`config.mk`:
```
export PLATFORM = sky130hd
export DESIGN_NAME = pc_fetch_ctrl
export DESIGN_NICKNAME = d
export VERILOG_FILES = /design/src/rtl/pc_fetch_ctrl_pkg.sv /design/src/rtl/pc_fetch_ctrl_next_mux.sv /design/src/rtl/pc_fetch_ctrl.sv
export SDC_FILE = /design/constraint.sdc
export NUM_CORES = 1
export LEC_CHECK = 0
export BUFFER_PORTS_ARGS = -buffer_cell sky130_fd_sc_hd__buf_2
export CAP_MARGIN = 20
export CORE_ASPECT_RATIO = 0.9
export CORE_MARGIN = 5
export CORE_UTILIZATION = 47
export DETAILED_ROUTE_END_ITERATION = 6
export PLACE_DENSITY_LB_ADDON = 0.12
export SETUP_SLACK_MARGIN = 0.05
export SLEW_MARGIN = 20
export SYNTH_ARGS = -nofsm -noshare
export SYNTH_HDL_FRONTEND = slang
export SYNTH_SLANG_ARGS = --single-unit
export TNS_END_PERCENT = 50
```
`constraint.sdc`:
```
create_clock -name clk -period 2.2 [get_ports clk]
set_input_delay 0.33 -clock clk [delete_from_list [all_inputs] [get_ports clk]]
set_output_delay 0.33 -clock clk [all_outputs]
set_load 0.02 [all_outputs]
```
`src/rtl/pc_fetch_ctrl_pkg.sv`:
```
// Shared constants for the instruction fetch controller: FSM encoding,
// default reset PC and halt word, plus an alignment helper.
package pc_fetch_ctrl_pkg;

  localparam logic [1:0] ST_IDLE  = 2'd0;
  localparam logic [1:0] ST_ISSUE = 2'd1;
  localparam logic [1:0] ST_WAIT  = 2'd2;
  localparam logic [1:0] ST_HALT  = 2'd3;

  localparam logic [31:0] RESET_PC_DEF  = 32'h0000_3000;
  localparam logic [31:0] HALT_WORD_DEF = 32'hFFFF_FFFF;

  function automatic logic is_word_aligned(input logic [31:0] addr);
    return (addr[1:0] == 2'b00);
  endfunction

endpackage

```
`src/rtl/pc_fetch_ctrl_next_mux.sv`:
```
// Next-PC selection: jump target over branch target over pc+4.
// PC_ALIGN_CHECK_EN: flag misaligned redirect targets instead of masking them.
module pc_next_mux
  import pc_fetch_ctrl_pkg::*;
(
  input  logic        jmp_sel,
  input  logic [31:0] jmp_target,
  input  logic        br_sel,
  input  logic [31:0] br_target,
  input  logic [31:0] pc_plus4,
  output logic [31:0] next_pc,
  output logic        target_misalign
);

  logic [31:0] target_s;
  logic        redirect_s;

  // Priority select of the raw redirect target
  always_comb begin
    target_s   = pc_plus4;
    redirect_s = 1'b0;
    if (jmp_sel) begin
      target_s   = jmp_target;
      redirect_s = 1'b1;
    end else if (br_sel) begin
      target_s   = br_target;
      redirect_s = 1'b1;
    end else begin
      target_s   = pc_plus4;
      redirect_s = 1'b0;
    end
  end

`ifdef PC_ALIGN_CHECK_EN
  // Targets pass through untouched; the controller halts on a misaligned one
  always_comb begin
    next_pc         = target_s;
    target_misalign = redirect_s && !is_word_aligned(target_s);
  end
`else
  // pc+4 is always aligned, so masking every target is harmless
  always_comb begin
    next_pc         = target_s & 32'hFFFF_FFFC;
    target_misalign = 1'b0;
  end
`endif

endmodule

```
`src/rtl/pc_fetch_ctrl.sv`:
```
// Instruction fetch controller: issues imem requests at pc, latches redirects
// until the fetch completes, and halts on HALT_WORD. Option: PC_ALIGN_CHECK_EN.
module pc_fetch_ctrl
  import pc_fetch_ctrl_pkg::*;
#(
  parameter logic [31:0] RESET_PC  = RESET_PC_DEF,
  parameter logic [31:0] HALT_WORD = HALT_WORD_DEF
) (
  input  logic        clk,
  input  logic        rst_n,
  input  logic        start,
  input  logic        stall,
  input  logic        br_taken,
  input  logic [31:0] br_target,
  input  logic        jmp,
  input  logic [31:0] jmp_target,
  output logic        imem_req,
  output logic [31:0] imem_addr,
  input  logic        imem_ack,
  input  logic [31:0] imem_rdata,
  output logic [31:0] instr,
  output logic        instr_valid,
  output logic [31:0] pc,
  output logic [31:0] pc_plus4,
  output logic        halted,
  output logic        misalign
);

  logic [1:0]  state_r, state_nxt_s;
  logic [31:0] pc_r, instr_r;
  logic        instr_valid_r, misalign_r;
  logic        pend_jmp_r, pend_br_r;
  logic [31:0] pend_jmp_tgt_r, pend_br_tgt_r;

  logic        active_s, req_s, done_s;
  logic        jmp_sel_s, br_sel_s;
  logic [31:0] jmp_tgt_s, br_tgt_s, pc_plus4_s, next_pc_s;
  logic        tgt_misalign_s;

  assign pc_plus4_s = pc_r + 32'd4;

  // Request/completion decode; a same-cycle redirect overrides the pending one
  always_comb begin
    active_s = (state_r == ST_ISSUE) || (state_r == ST_WAIT);
    if (state_r == ST_WAIT) begin
      req_s = 1'b1;
    end else if (state_r == ST_ISSUE) begin
      req_s = !stall;
    end else begin
      req_s = 1'b0;
    end
    done_s    = req_s && imem_ack;
    jmp_sel_s = active_s && (jmp || pend_jmp_r);
    jmp_tgt_s = jmp ? jmp_target : pend_jmp_tgt_r;
    br_sel_s  = active_s && (br_taken || pend_br_r);
    br_tgt_s  = br_taken ? br_target : pend_br_tgt_r;
  end

  pc_next_mux u_next_mux (
    .jmp_sel         (jmp_sel_s),
    .jmp_target      (jmp_tgt_s),
    .br_sel          (br_sel_s),
    .br_target       (br_tgt_s),
    .pc_plus4        (pc_plus4_s),
    .next_pc         (next_pc_s),
    .target_misalign (tgt_misalign_s)
  );

  // FSM next-state
  always_comb begin
    state_nxt_s = state_r;
    case (state_r)
      ST_IDLE: begin
        if (start) state_nxt_s = ST_ISSUE;
        else       state_nxt_s = ST_IDLE;
      end
      ST_ISSUE, ST_WAIT: begin
        if (done_s) begin
          if (tgt_misalign_s || (imem_rdata == HALT_WORD)) state_nxt_s = ST_HALT;
          else                                            state_nxt_s = ST_ISSUE;
        end else if (req_s) begin
          state_nxt_s = ST_WAIT;
        end else begin
          state_nxt_s = ST_ISSUE;
        end
      end
      ST_HALT: state_nxt_s = ST_HALT;
      default: state_nxt_s = ST_IDLE;
    endcase
  end

  // State, PC and fetched-word registers
  always_ff @(posedge clk or negedge rst_n) begin
    if (!rst_n) begin
      state_r       <= ST_IDLE;
      pc_r          <= RESET_PC;
      instr_r       <= 32'h0000_0000;
      instr_valid_r <= 1'b0;
      misalign_r    <= 1'b0;
    end else begin
      state_r       <= state_nxt_s;
      instr_valid_r <= done_s;
      misalign_r    <= done_s && tgt_misalign_s;
      if (done_s) begin
        instr_r <= imem_rdata;
        if (!tgt_misalign_s) pc_r <= next_pc_s;
      end
    end
  end

  // Pending redirect latch, one slot per redirect kind
  always_ff @(posedge clk or negedge rst_n) begin
    if (!rst_n) begin
      pend_jmp_r     <= 1'b0;
      pend_br_r      <= 1'b0;
      pend_jmp_tgt_r <= 32'h0000_0000;
      pend_br_tgt_r  <= 32'h0000_0000;
    end else if (done_s) begin
      pend_jmp_r <= 1'b0;
      pend_br_r  <= 1'b0;
    end else if (active_s) begin
      if (jmp) begin
        pend_jmp_r     <= 1'b1;
        pend_jmp_tgt_r <= jmp_target;
      end
      if (br_taken) begin
        pend_br_r     <= 1'b1;
        pend_br_tgt_r <= br_target;
      end
    end
  end

  assign imem_req    = req_s;
  assign imem_addr   = pc_r;
  assign pc          = pc_r;
  assign pc_plus4    = pc_plus4_s;
  assign instr       = instr_r;
  assign instr_valid = instr_valid_r;
  assign halted      = (state_r == ST_HALT);
  assign misalign    = misalign_r;

endmodule

```
; After elaboration in Yosys (flattened, before gate mapping)
; Cells that the tools add are included.
[totals]
memories = 0
ram_bits = 0
ff_bits = 131
romBits = 0
latchBits = 0
elab_cells = 46
[op_classes]
eq_ne = 4
add_sub_neg = 1
n_shift = 0
magnitude_cmp = 0
n_div = 0
mux = 17
mul = 0
bitwise_logic = 1
n_reduce_logical = 15
[op_table]
columns = op, n
row1 = $mux 32, 4
row2 = $add 32x3->32 const B, 1
row3 = $eq 32x32->1 const B, 1
row4 = $mux 1, 9
row5 = $mux 2, 3
row6 = $pmux 2 s3, 1
row7 = $reduce_and 2->1, 3
row8 = $reduce_bool 2->1, 3
row9 = $eq 2x2->1 const B, 2
row10 = $logic_and 1x1->1, 3
row11 = $logic_or 1x1->1, 3
row12 = $eq 2x1->1 const B, 1
row13 = $logic_not 2->1, 1
row14 = $reduce_or 2->1, 1
row15 = $logic_not 1->1, 1
row16 = $not 1->1, 1

; Logic depth before layout (Yosys ltp)
; Gate-level depths: netlist (run 1).
[logic_depth]
depth_word = 6
ltp_mapped = 10
mapped_depth_nobuf = 8

; By module
; Synthesis (run 1) repeated with hierarchy kept, for this count alone.
[hier_totals]
hier_cells = 605
hier_area_um2 = 7467.2
[by_module_without_submodules]
columns = module, instances, area_each_um2, seq_area_each_um2, cells_each
row1 = pc_fetch_ctrl, 1, 6772.7, 3355.7, 500
row2 = pc_next_mux, 1, 694.4, 0.0, 105

; Worst setup path after synthesis (run 1)
; Ideal clock, no wire load.
[synth_timing]
kind = register to output
start = register pc_r[2] (netlist: imem_addr[2])
end = output pc_plus4[24]
t_required_ns = 1.870
stages_incl_launch_ff = 7
path_buffers = 1
arrival_time_ns = 2.121
setup_slack_ns = -0.251
path_cell_list = dfrtp_1 -> ha_1 -> nand4_1 -> or3_1 -> clkbuf_1 -> nor3_1 -> xor2_1
[synth_between]
elab_chain_cells = 1
[synth_rtl]
columns = item, line
row1 = from (decl), pc_fetch_ctrl.sv:30  ; logic [31:0] pc_r, instr_r;
row2 = from (signal assigned), pc_fetch_ctrl.sv:106  ; if (!tgt_misalign_s) pc_r <= next_pc_s;
row3 = $add 32x3->32, pc_fetch_ctrl.sv:40  ; assign pc_plus4_s = pc_r + 32'd4;
row4 = to (decl), pc_fetch_ctrl.sv:24  ; output logic [31:0] pc_plus4,
; Every way passes these cells.

; Worst setup path in the final report (run 1)
[layout_timing]
start = register pc_r[12] (netlist: imem_addr[12])
end = output pc_plus4[29]
; The elaborated chain is that of the path after synthesis.

==> metrics, run 1 <==
status=finished, violations left; failing checks=setup timing; Worst-path clk slew=0.06 ns; delay-heaviest family, CP=simple AND/OR/NAND/NOR gates; 1st-pass router iterations=5; Total GRT Usage=0.243; Syn Inst Count=740; Ports=235; Worst-Skew Late Latency=0.43 ns; vias in the first global route=6,674; initial core utilization=0.473; Hold WC Path Type=primary input to flop; HPWL after DPL=16.1 mm; worst hold path startpoint=imem_rdata[30]; share of cells above drive strength 1=0.472; Final Max Tran Viols=0; crit path kind=flop to output port; core region area=15,300 um2; Critical Path Start Type=flop; vias=6,608; DP Cell Count=1,168; drt wl/cell=18.5 um; Required @ worst endpoint=1.87 ns; Die ar.=18,000 um2; clock buffer depth=2; sequential share of the synthesized area=0.440; antenna-violating nets left=0; crit path max fanout=7; hold path depth=3; max-cap violations=0; Post-Syn Area per Cell=9.76 um2; Power Density=1540 nW/um2; PortBufs=223; DR iter-0 viols=365; Yosys cell types=60; die height=128 um; flops & latches, synth=127; initial antenna violation count=1; GPL Wtd Cong=0.865; CTS Root Cell=clkbuf_16; Critical Path End Type=output port; min Tclk post-route=2.56 ns; global-route wire length before repair=34.3 mm; PnR worst setup slack=-0.362 ns; # rows=43; commonest non-fill, non-tap cells in the layout=199 x buf_2, 129 x nand2_1, 117 x dfrtp_1; r2r startpoint=imem_addr[12]$_DFFE_PN1P_; Ys Warns=0; total clock sinks=127; Clock Skew=0.0178 ns; largest net degree at the start of global routing=61; CP Cell Sequence=nand3_2 -> or4_4 -> nor4b_4 -> xnor2_2 -> buf_4; Cell Area, Synth=7230 um2; placed cell area=8990 um2; Worst R2R End=imem_addr[25]$_DFFE_PN0P_; Layout area overhead=40.6%; total global routing overflow=0; cell accounting for the most synthesized area=dfrtp_1; Routed WL=22.5 mm; fin cells=1,217; chip width=141 um; drc violations=0; Layout Nets=1,110; LEAKAGE=0.00501 uW; crit path DAT=2.23 ns; async set-or-reset flop fraction in the synthesized netlist=1.00; crit-path max cell delay=0.55 ns; # diodes=0; Worst Hold Endpoint=instr[30]$_DFFE_PN0P_; Final period util=1.16; Avg Vias per Cell=5.43; Worst path slowest cell=or4_4; Final Hold Vio Count=0; worst path bufs/invs=1; Setup crit start=imem_addr[12]$_DFFE_PN1P_; Max Clk Rate=390 MHz; Post-synth EDFFs=0; Tightest Pin Transition=0.629 ns; cell area after layout=10,200 um2; Num CTS Buffers=17; flop2flop setup slack=-0.04 ns; Worst VDD drop=0.00105 V; CTS tree=yes; worst relative slew slack=0.581; most common cell after layout, fill and taps aside=buf_2; Top FF cell, synth=dfrtp_1; H-tree lvl count=4; Area contributors post-synth=dfrtp_1 43%, mux2_2 10%, nand2_1 6.8%, mux2i_1 6.6%, buf_4 3.8%; unrepaired setup endpoints after global routing=yes; worst r2r path cells=7; worst hold slack=0.101 ns; Yosys top cell area share=0.433; Setup Viol. Count Final=19
-- cell families (layout without fill, tap and decap cells) --
family                   after synthesis  after routing  synth area share
adder cells (fa/ha/maj)                5              5           0.00866
XOR/XNOR                              28             28            0.0350
other                                  1              7          0.000519
AND/OR/NAND/NOR                      232            232             0.151
AO/OA/AOI/OAI                        137            137             0.123
buffers and inverters                 96            365            0.0720
multiplexers                         114            114             0.169
flip-flops                           127            127             0.440
-- stage by stage --
step / total power, uW / setup WS, ns / utilization / TNS, ns
after floorplan: 9270 / -0.00630 / - / -0.0140
after global placement: 11700 / 0.0244 / 0.588 / 0
after CTS: 15500 / -0.371 / 0.649 / -4.77
after global routing: 16500 / -0.450 / 0.665 / -6.39
final: 15600 / -0.362 / 0.665 / -4.78
after detailed placement: 11900 / 0.0107 / 0.588 / 0
-- timing repair --
item / 4_1_cts / 5_1_grt
gates resized for setup: 48 / 33
setup buffers: 6 / 9
pin swaps: 16 / 18
endpoints found under the hold margin: 56 / 0
hold buffers: 1 / 0
endpoints found under the setup margin: 23 / 96
cloned: 0 / 1
-- flip-flops by register name (all words and copies together) (netlist names) --
signal and flops:
pend_jmp_r 1, state_r 2, pend_br_r 1, pend_br_tgt_r 30, pend_jmp_tgt_r 30, instr_valid 1
imem_addr 30, instr 32
-- cells in the mapped netlist, drive strengths merged, types with 6 or more instances --
cell / number
a211oi: 6
a21oi: 35
a31oi: 9
buf: 57
clkbuf: 24
dfrtp: 125
inv: 15
mux2: 66
mux2i: 48
nand2: 131
nand3: 7
nand4: 14
nor2: 28
nor3: 20
o21a: 7
o21ai: 36
xnor2: 15
xor2: 13
-- metal layers --
layer | GRT usage | wire [um]
met1 | 0.310 | 9560
met2 | 0.409 | 11000
met3 | 0.0644 | 1660
met5 | 0 | 7
met4 | 0.0678 | 259
-- area by class of cell --
cell class                 count  area [um2]
clock buffer                  20         467
clock inverter                12         230
fill                        1264        5120
inverter                      15        56.3
multi-input combinational    523        3880
sequential                   127        3190
tap                          202         253
timing repair buffer         318        2080
-- tightest hold or removal path, delay by kind of cell --
kind	cells	cell delay, ns
and+or+nand+nor	2	0.08
buffers and inverters	1	0.09
-- worst max path at each step --
| stage | end | cells past startpoint |
|---|---|---|
| 2_1_floorplan | pc_plus4[31] | 6 |
| 3_3_place_gp | pc_plus4[28] | 7 |
| 3_5_place_dp | pc_plus4[28] | 7 |
| 4_1_cts | pc_plus4[29] | 5 |
| 5_1_grt | pc_plus4[31] | 5 |
| 6_report | pc_plus4[29] | 5 |
-- power breakdown --
group          switching [uW]  internal, uW  leakage, uW
Sequential                688          3490      0.00151
Clock                    1100          2220     0.000333
Combinational            4700          3410      0.00317
Total                    6490          9130      0.00501
(Power assumes the default switching activity.)
==> run 2, diff against run 1 <==
--- a/config.mk
+++ b/config.mk
@@ -12,2 +12,3 @@
 export CORE_UTILIZATION = 47
+export CTS_CLUSTER_DIAMETER = 100
 export DETAILED_ROUTE_END_ITERATION = 6
==> constraint.sdc (replaced) <==
create_clock -name clk -period 2.2 [get_ports clk]
set_input_delay 0.11 -clock clk [delete_from_list [all_inputs] [get_ports clk]]
set_output_delay 0.11 -clock clk [all_outputs]
set_load 0.02 [all_outputs]
==> run 2 against run 1 <==
The run still ends with setup timing left. Critical path type unchanged. Sequential cell count unchanged. Clock power down 13%. Clock skew is 0.0087 ns lower. Non-clock buffer count is 81 higher. Sequential share of layout area is 1.9 points lower. Maximum frequency grew 5.6%. Combinational power shrank 1%. Sequential power grew 3%. Final cell count is 6.7% higher. Register-to-register slack better by 0.08 ns. Die area stayed put.
==> metrics, run 2 (synthesized netlist as in run 1, its figures left out) <==
status=finished, violations left; failing checks=setup timing; Setup Viol. Count Final=16 (-3); Power Density=1410 nW/um2 (-8.5%); hold path depth=3 (unchanged); # rows=43 (unchanged); Worst-path clk slew=0.05 ns (about the same); drt wl/cell=18.4 um (-0.41%); Die ar.=18,000 um2 (unchanged); H-tree lvl count=4 (unchanged); initial core utilization=0.473 (unchanged); crit path max fanout=4 (-3); Required @ worst endpoint=2.09 ns (+0.22 ns); antenna-violating nets left=0 (unchanged); Num CTS Buffers=17 (unchanged); largest net degree at the start of global routing=54 (-11%); fill count=1,178 (-6.8%); Multi-input gate area=3860 um2 (-0.45%); r2r startpoint=imem_addr[2]$_DFFE_PN0P_; GPL Wtd Cong=0.889 (+2.7%); worst relative slew slack=0.656 (+0.0749); total global routing overflow=0 (unchanged); Ports=235 (unchanged); worst hold slack=0.0434 ns (-0.0581 ns); Avg Vias per Cell=5.43 (about the same); Routed WL=23.9 mm (+6.3%); die height=128 um (unchanged); initial antenna violation count=0 (-1); pre-CTS WS=0.0407 ns (+0.0300 ns); total clock sinks=127 (unchanged); # diodes=0 (unchanged); Layout area overhead=49.6%; CTS tree=yes; unrepaired setup endpoints after global routing=yes; DR iter-0 viols=568 (+56%); max reg flops=32 (unchanged); PortBufs=223 (unchanged); Worst VDD drop=0.000986 V (-5.8%); commonest non-fill, non-tap cells in the layout=202 x buf_2, 129 x nand2_1, 117 x dfrtp_1; global-route wire length before repair=36.9 mm (+7.4%); chip width=141 um (unchanged); LEAKAGE=0.00527 uW (+5.4%); 1st-pass router iterations=6 (+1); max-cap violations=0 (unchanged); CTS Root Cell=clkbuf_16; worst hold path startpoint=br_target[12]; Final period util=1.10 (-0.0615); PnR worst setup slack=-0.227 ns (+0.135 ns); Critical Path End Type=output port; Worst-Skew Late Latency=0.42 ns (about the same); Tightest Pin Transition=0.517 ns (-0.112 ns); FF+latch area=3190 um2 (unchanged); vias=7,054 (+6.7%); crit path kind=flop to output port; Clock Skew=0.00915 ns (-0.00865 ns); Hold WC Path Type=primary input to flop; HPWL after DPL=16.0 mm (-0.69%); Total GRT Usage=0.260 (+0.0172); min Tclk post-route=2.43 ns (-0.135 ns); share of cells above drive strength 1=0.423 (-0.0489); Setup crit start=imem_addr[2]$_DFFE_PN0P_; vias in the first global route=7,208 (+8.0%); Final Max Tran Viols=0 (unchanged); worst r2r path cells=8 (+1); Layout Nets=1,192 (+7.4%); Final Hold Vio Count=0 (unchanged); core region area=15,300 um2 (unchanged); most common cell after layout, fill and taps aside=buf_2; Max Clk Rate=412 MHz (+5.6%); drc violations=0 (unchanged); Critical Path Start Type=flop; crit path DAT=2.32 ns (+0.09 ns); clock buffer depth=2 (unchanged)
run 2: changes by cell type in the layout (fill, tap and decap cells not counted), sizes merged:
cell         previous run  this run
dlygate4sd3             1        88
buf                   316       311
clkbuf                 21        25
bufinv                  6         3
clkinvlp                2         0
clkinv                  3         4
inv                    16        15
or4                     3         4
run 2: repair_timing:
item | in CTS | in global routing
hold buffers | 88 | 0
cloned | 1 | 0
endpoints found under the setup margin | 27 | 107
setup buffers | 21 | 16
pin swaps | 14 | 19
hold endpoints to repair | 117 | 0
resized for setup | 53 | 30
run 2: power breakdown:
part           internal [uW]  leakage [uW]  switching, uW  total [uW]
Combinational           3350       0.00347           4670        8020
Clock                   1900      0.000301           1000        2900
Sequential              3500       0.00151            792        4290
Total                   8740       0.00527           6460       15200
run 2: critical path, cell delays in order, from the launching register on:
cell     delay, ns
dfrtp_2       0.43
nand2_2       0.11
or4_4         0.65
nor4b_4       0.33
xnor2_1       0.19
buf_4         0.19
run 2: worst paths after layout:
kind                                                      end  slack [ns]
worst max-delay path                             pc_plus4[29]       -0.23
worst min-delay path            pend_br_tgt_r[12]$_DFFE_PN0P_        0.04
worst max register to register      imem_addr[22]$_DFFE_PN0P_        0.04
worst min register to register           instr[1]$_DFFE_PN0P_        0.46
max in group asynchronous           imem_addr[12]$_DFFE_PN1P_        1.28
min in group asynchronous        pend_br_tgt_r[5]$_DFFE_PN0P_        0.20
run 2: area by class of cell:
class | count | share of cell area
multi-input cells | 524 | 0.357
flip-flops and latches | 127 | 0.295
repair buffers | 399 | 0.263
clock buffers | 25 | 0.0458
well taps | 202 | 0.0234
clock inverters | 7 | 0.0102
inverters | 15 | 0.00544
run 2: per-layer routing:
layer / share of wire / global-route usage / wire, um
met3: 0.061 / 0.0535 / 1470
met1: 0.41 / 0.322 / 9730
met5: 0 / 0 / 0
met4: 0.024 / 0.0866 / 582
met2: 0.51 / 0.455 / 12100
run 2: stage by stage:
| step | total power (uW) | util | cell area [um2] | instances | TNS [ns] |
|---|---|---|---|---|---|
| after global routing | 16100 | 0.708 | 10800 | 1299 | -3.37 |
| after global placement | 11300 | 0.566 | 8660 | 1142 | 0 |
| after floorplan | 9150 | - | 7270 | 746 | 0 |
| after CTS | 15000 | 0.691 | 10600 | 1284 | -1.67 |
| final | 15200 | 0.708 | 10800 | 1299 | -1.84 |
| after detailed placement | 11600 | 0.566 | 8660 | 1142 | 0 |
==> run 3, diff against run 2 <==
- SETUP_SLACK_MARGIN: 0.05 -> 0.2
==> run 3 against run 2 <==
The flow still finishes with violations (setup timing). Sequential power rose by 2%. Design area grew 2.5%. Global-route usage decreased by 0.25 points. Worst hold slack got worse by 0.0080 ns. Clock power hardly changed. Routed wire length is 0.37% higher. Via count fell by 0.60%. Die area stayed put. Utilization grew 1.7 points. Total power up 1.9%. Sequential cell count did not move. Non-clock buffer count is 2 higher. Largest power group unchanged.
==> metrics, run 3 (synthesized netlist as in run 1, its figures left out) <==
Required @ worst endpoint=2.09 ns (about the same); most common cell after layout, fill and taps aside=buf_2; worst r2r path cells=7 (-1); chip width=141 um (unchanged); Worst R2R End=imem_addr[25]$_DFFE_PN0P_; total global routing overflow=0 (unchanged); clock buffer depth=2 (unchanged); 1st-pass router iterations=5 (-1); CTS tree=yes; DP Cell Count=1,141 (-0.088%); placed cell area=8700 um2 (+0.51%); Max Clk Rate=411 MHz (-0.13%); crit path max fanout=6 (+2); Die ar.=18,000 um2 (unchanged); PortBufs=223 (unchanged); drt wl/cell=18.5 um (+0.29%); max reg flops=32 (unchanged); Worst VDD drop=0.000961 V (-2.5%); min Tclk post-route=2.43 ns (+0.00319 ns); largest net degree at the start of global routing=63 (+17%); worst relative slew slack=0.600 (-0.0554); CTS Root Cell=clkbuf_16; Final Hold Vio Count=0 (unchanged); H-tree lvl count=4 (unchanged); Setup crit start=imem_addr[12]$_DFFE_PN1P_; antenna-violating nets left=0 (unchanged); # rows=43 (unchanged); Layout Nets=1,193 (+0.084%); PnR worst setup slack=-0.230 ns (-0.00319 ns); LEAKAGE=0.00539 uW (+2.2%); worst hold path startpoint=jmp_target[2]; die height=128 um (unchanged); commonest non-fill, non-tap cells in the layout=199 x buf_2, 128 x nand2_1, 115 x dfrtp_1; crit path DAT=2.32 ns (about the same); Worst-Skew Late Latency=0.43 ns (about the same); status=finished, violations left; Avg Vias per Cell=5.39 (-0.67%); r2r startpoint=imem_addr[12]$_DFFE_PN1P_; Critical Path Start Type=flop; crit path kind=flop to output port; vias in the first global route=7,217 (+0.12%); flop2flop setup slack=-0.08 ns (-0.12 ns); Worst-path clk slew=0.06 ns (about the same); Final period util=1.10 (+0.00145); Ports=235 (unchanged); HPWL after DPL=15.7 mm (-2.0%); fin cells=1,300 (+0.077%); Worst Hold Endpoint=pend_jmp_tgt_r[2]$_DFFE_PN0P_; unrepaired setup endpoints after global routing=yes; Power Density=1400 nW/um2 (-0.50%); failing checks=setup timing; Hold WC Path Type=primary input to flop; share of cells above drive strength 1=0.446 (+0.0233); Setup Viol. Count Final=18 (+2); Tightest Pin Transition=0.600 ns (+0.0832 ns); cell area after layout=11,100 um2 (+2.5%); initial core utilization=0.473 (unchanged); Design Power=15,500 uW (+1.9%); # diodes=0 (unchanged); initial antenna violation count=0 (unchanged); vias=7,012 (-0.60%); Final Util=0.725 (+0.0174); hold path depth=3 (unchanged); drc violations=0 (unchanged); Layout area overhead=53.3%; global-route wire length before repair=36.7 mm (-0.34%); core region area=15,300 um2 (unchanged); Total GRT Usage=0.258 (-0.00247); total clock sinks=127 (unchanged); DR iter-0 viols=415 (-27%); max-cap violations=0 (unchanged); Clock Skew=0.0118 ns (+0.00265 ns); Critical Path End Type=output port; GPL Wtd Cong=0.831 (-6.5%); Num CTS Buffers=17 (unchanged); Routed WL=24.0 mm (+0.37%); Final Max Tran Viols=0 (unchanged)
-- run 3: worst max path at each step --
stage                           endpoint  slack, ns  cells past startpoint
3_5_place_dp                pc_plus4[18]      -0.07                      8
6_report                    pc_plus4[30]      -0.23                      7
5_1_grt                     pc_plus4[30]      -0.30                      7
4_1_cts                     pc_plus4[31]      -0.32                      5
3_3_place_gp                pc_plus4[26]        0.1                      6
2_1_floorplan  imem_addr[25]$_DFFE_PN0P_       0.06                      6
-- run 3: critical path, cell delays in order (launching register included) --
cell,delay (ns)
dfstp_2,0.56
nand3_4,0.09
buf_6,0.14
or3_4,0.49
nor3_4,0.22
buf_6,0.13
xnor2_2,0.10
buf_4,0.16
-- run 3: repair_timing --
action | 4_1_cts | 5_1_grt
pin swaps | 15 | 36
gates resized for setup | 66 | 57
gates cloned | 0 | 2
endpoints found under the setup margin | 93 | 75
hold buffers | 88 | 0
buffers inserted | 20 | 17
hold endpoints to repair | 144 | 0
-- run 3: power breakdown --
group | internal (uW) | switching [uW] | leakage [uW]
clock | 1810 | 1070 | 0.000293
sequential | 3500 | 862 | 0.00150
combinational | 3520 | 4730 | 0.00359
-- run 3: final cells by class --
type | instances | area [um2]
fill | 1127 | 4200
sequential | 127 | 3190
timing repair buffer | 401 | 2980
inverter | 15 | 56.3
clock inverter | 13 | 164
tap | 202 | 253
clock buffer | 19 | 443
multi-input combinational | 523 | 3990
-- run 3: through the flow --
| step | setup TNS, ns | hold slack [ns] | worst slack (ns) |
|---|---|---|---|
| detailed placement | -0.0800 | 0.144 | -0.0680 |
| finish | -2.71 | 0.0354 | -0.230 |
| floorplan | 0 | -0.186 | 0.0641 |
| global placement | 0 | 0.139 | 0.0974 |
| global route | -4.07 | 0.0531 | -0.298 |
| CTS | -2.88 | 0.0260 | -0.324 |
-- run 3: metal layers --
metal  GRT usage  up-vias  wire, um
met2       0.445      278     12200
met3      0.0599       34      1620
li1            -     3256         -
met1       0.320     3444      9720
met4      0.0832        0       441
met5           0        -         0
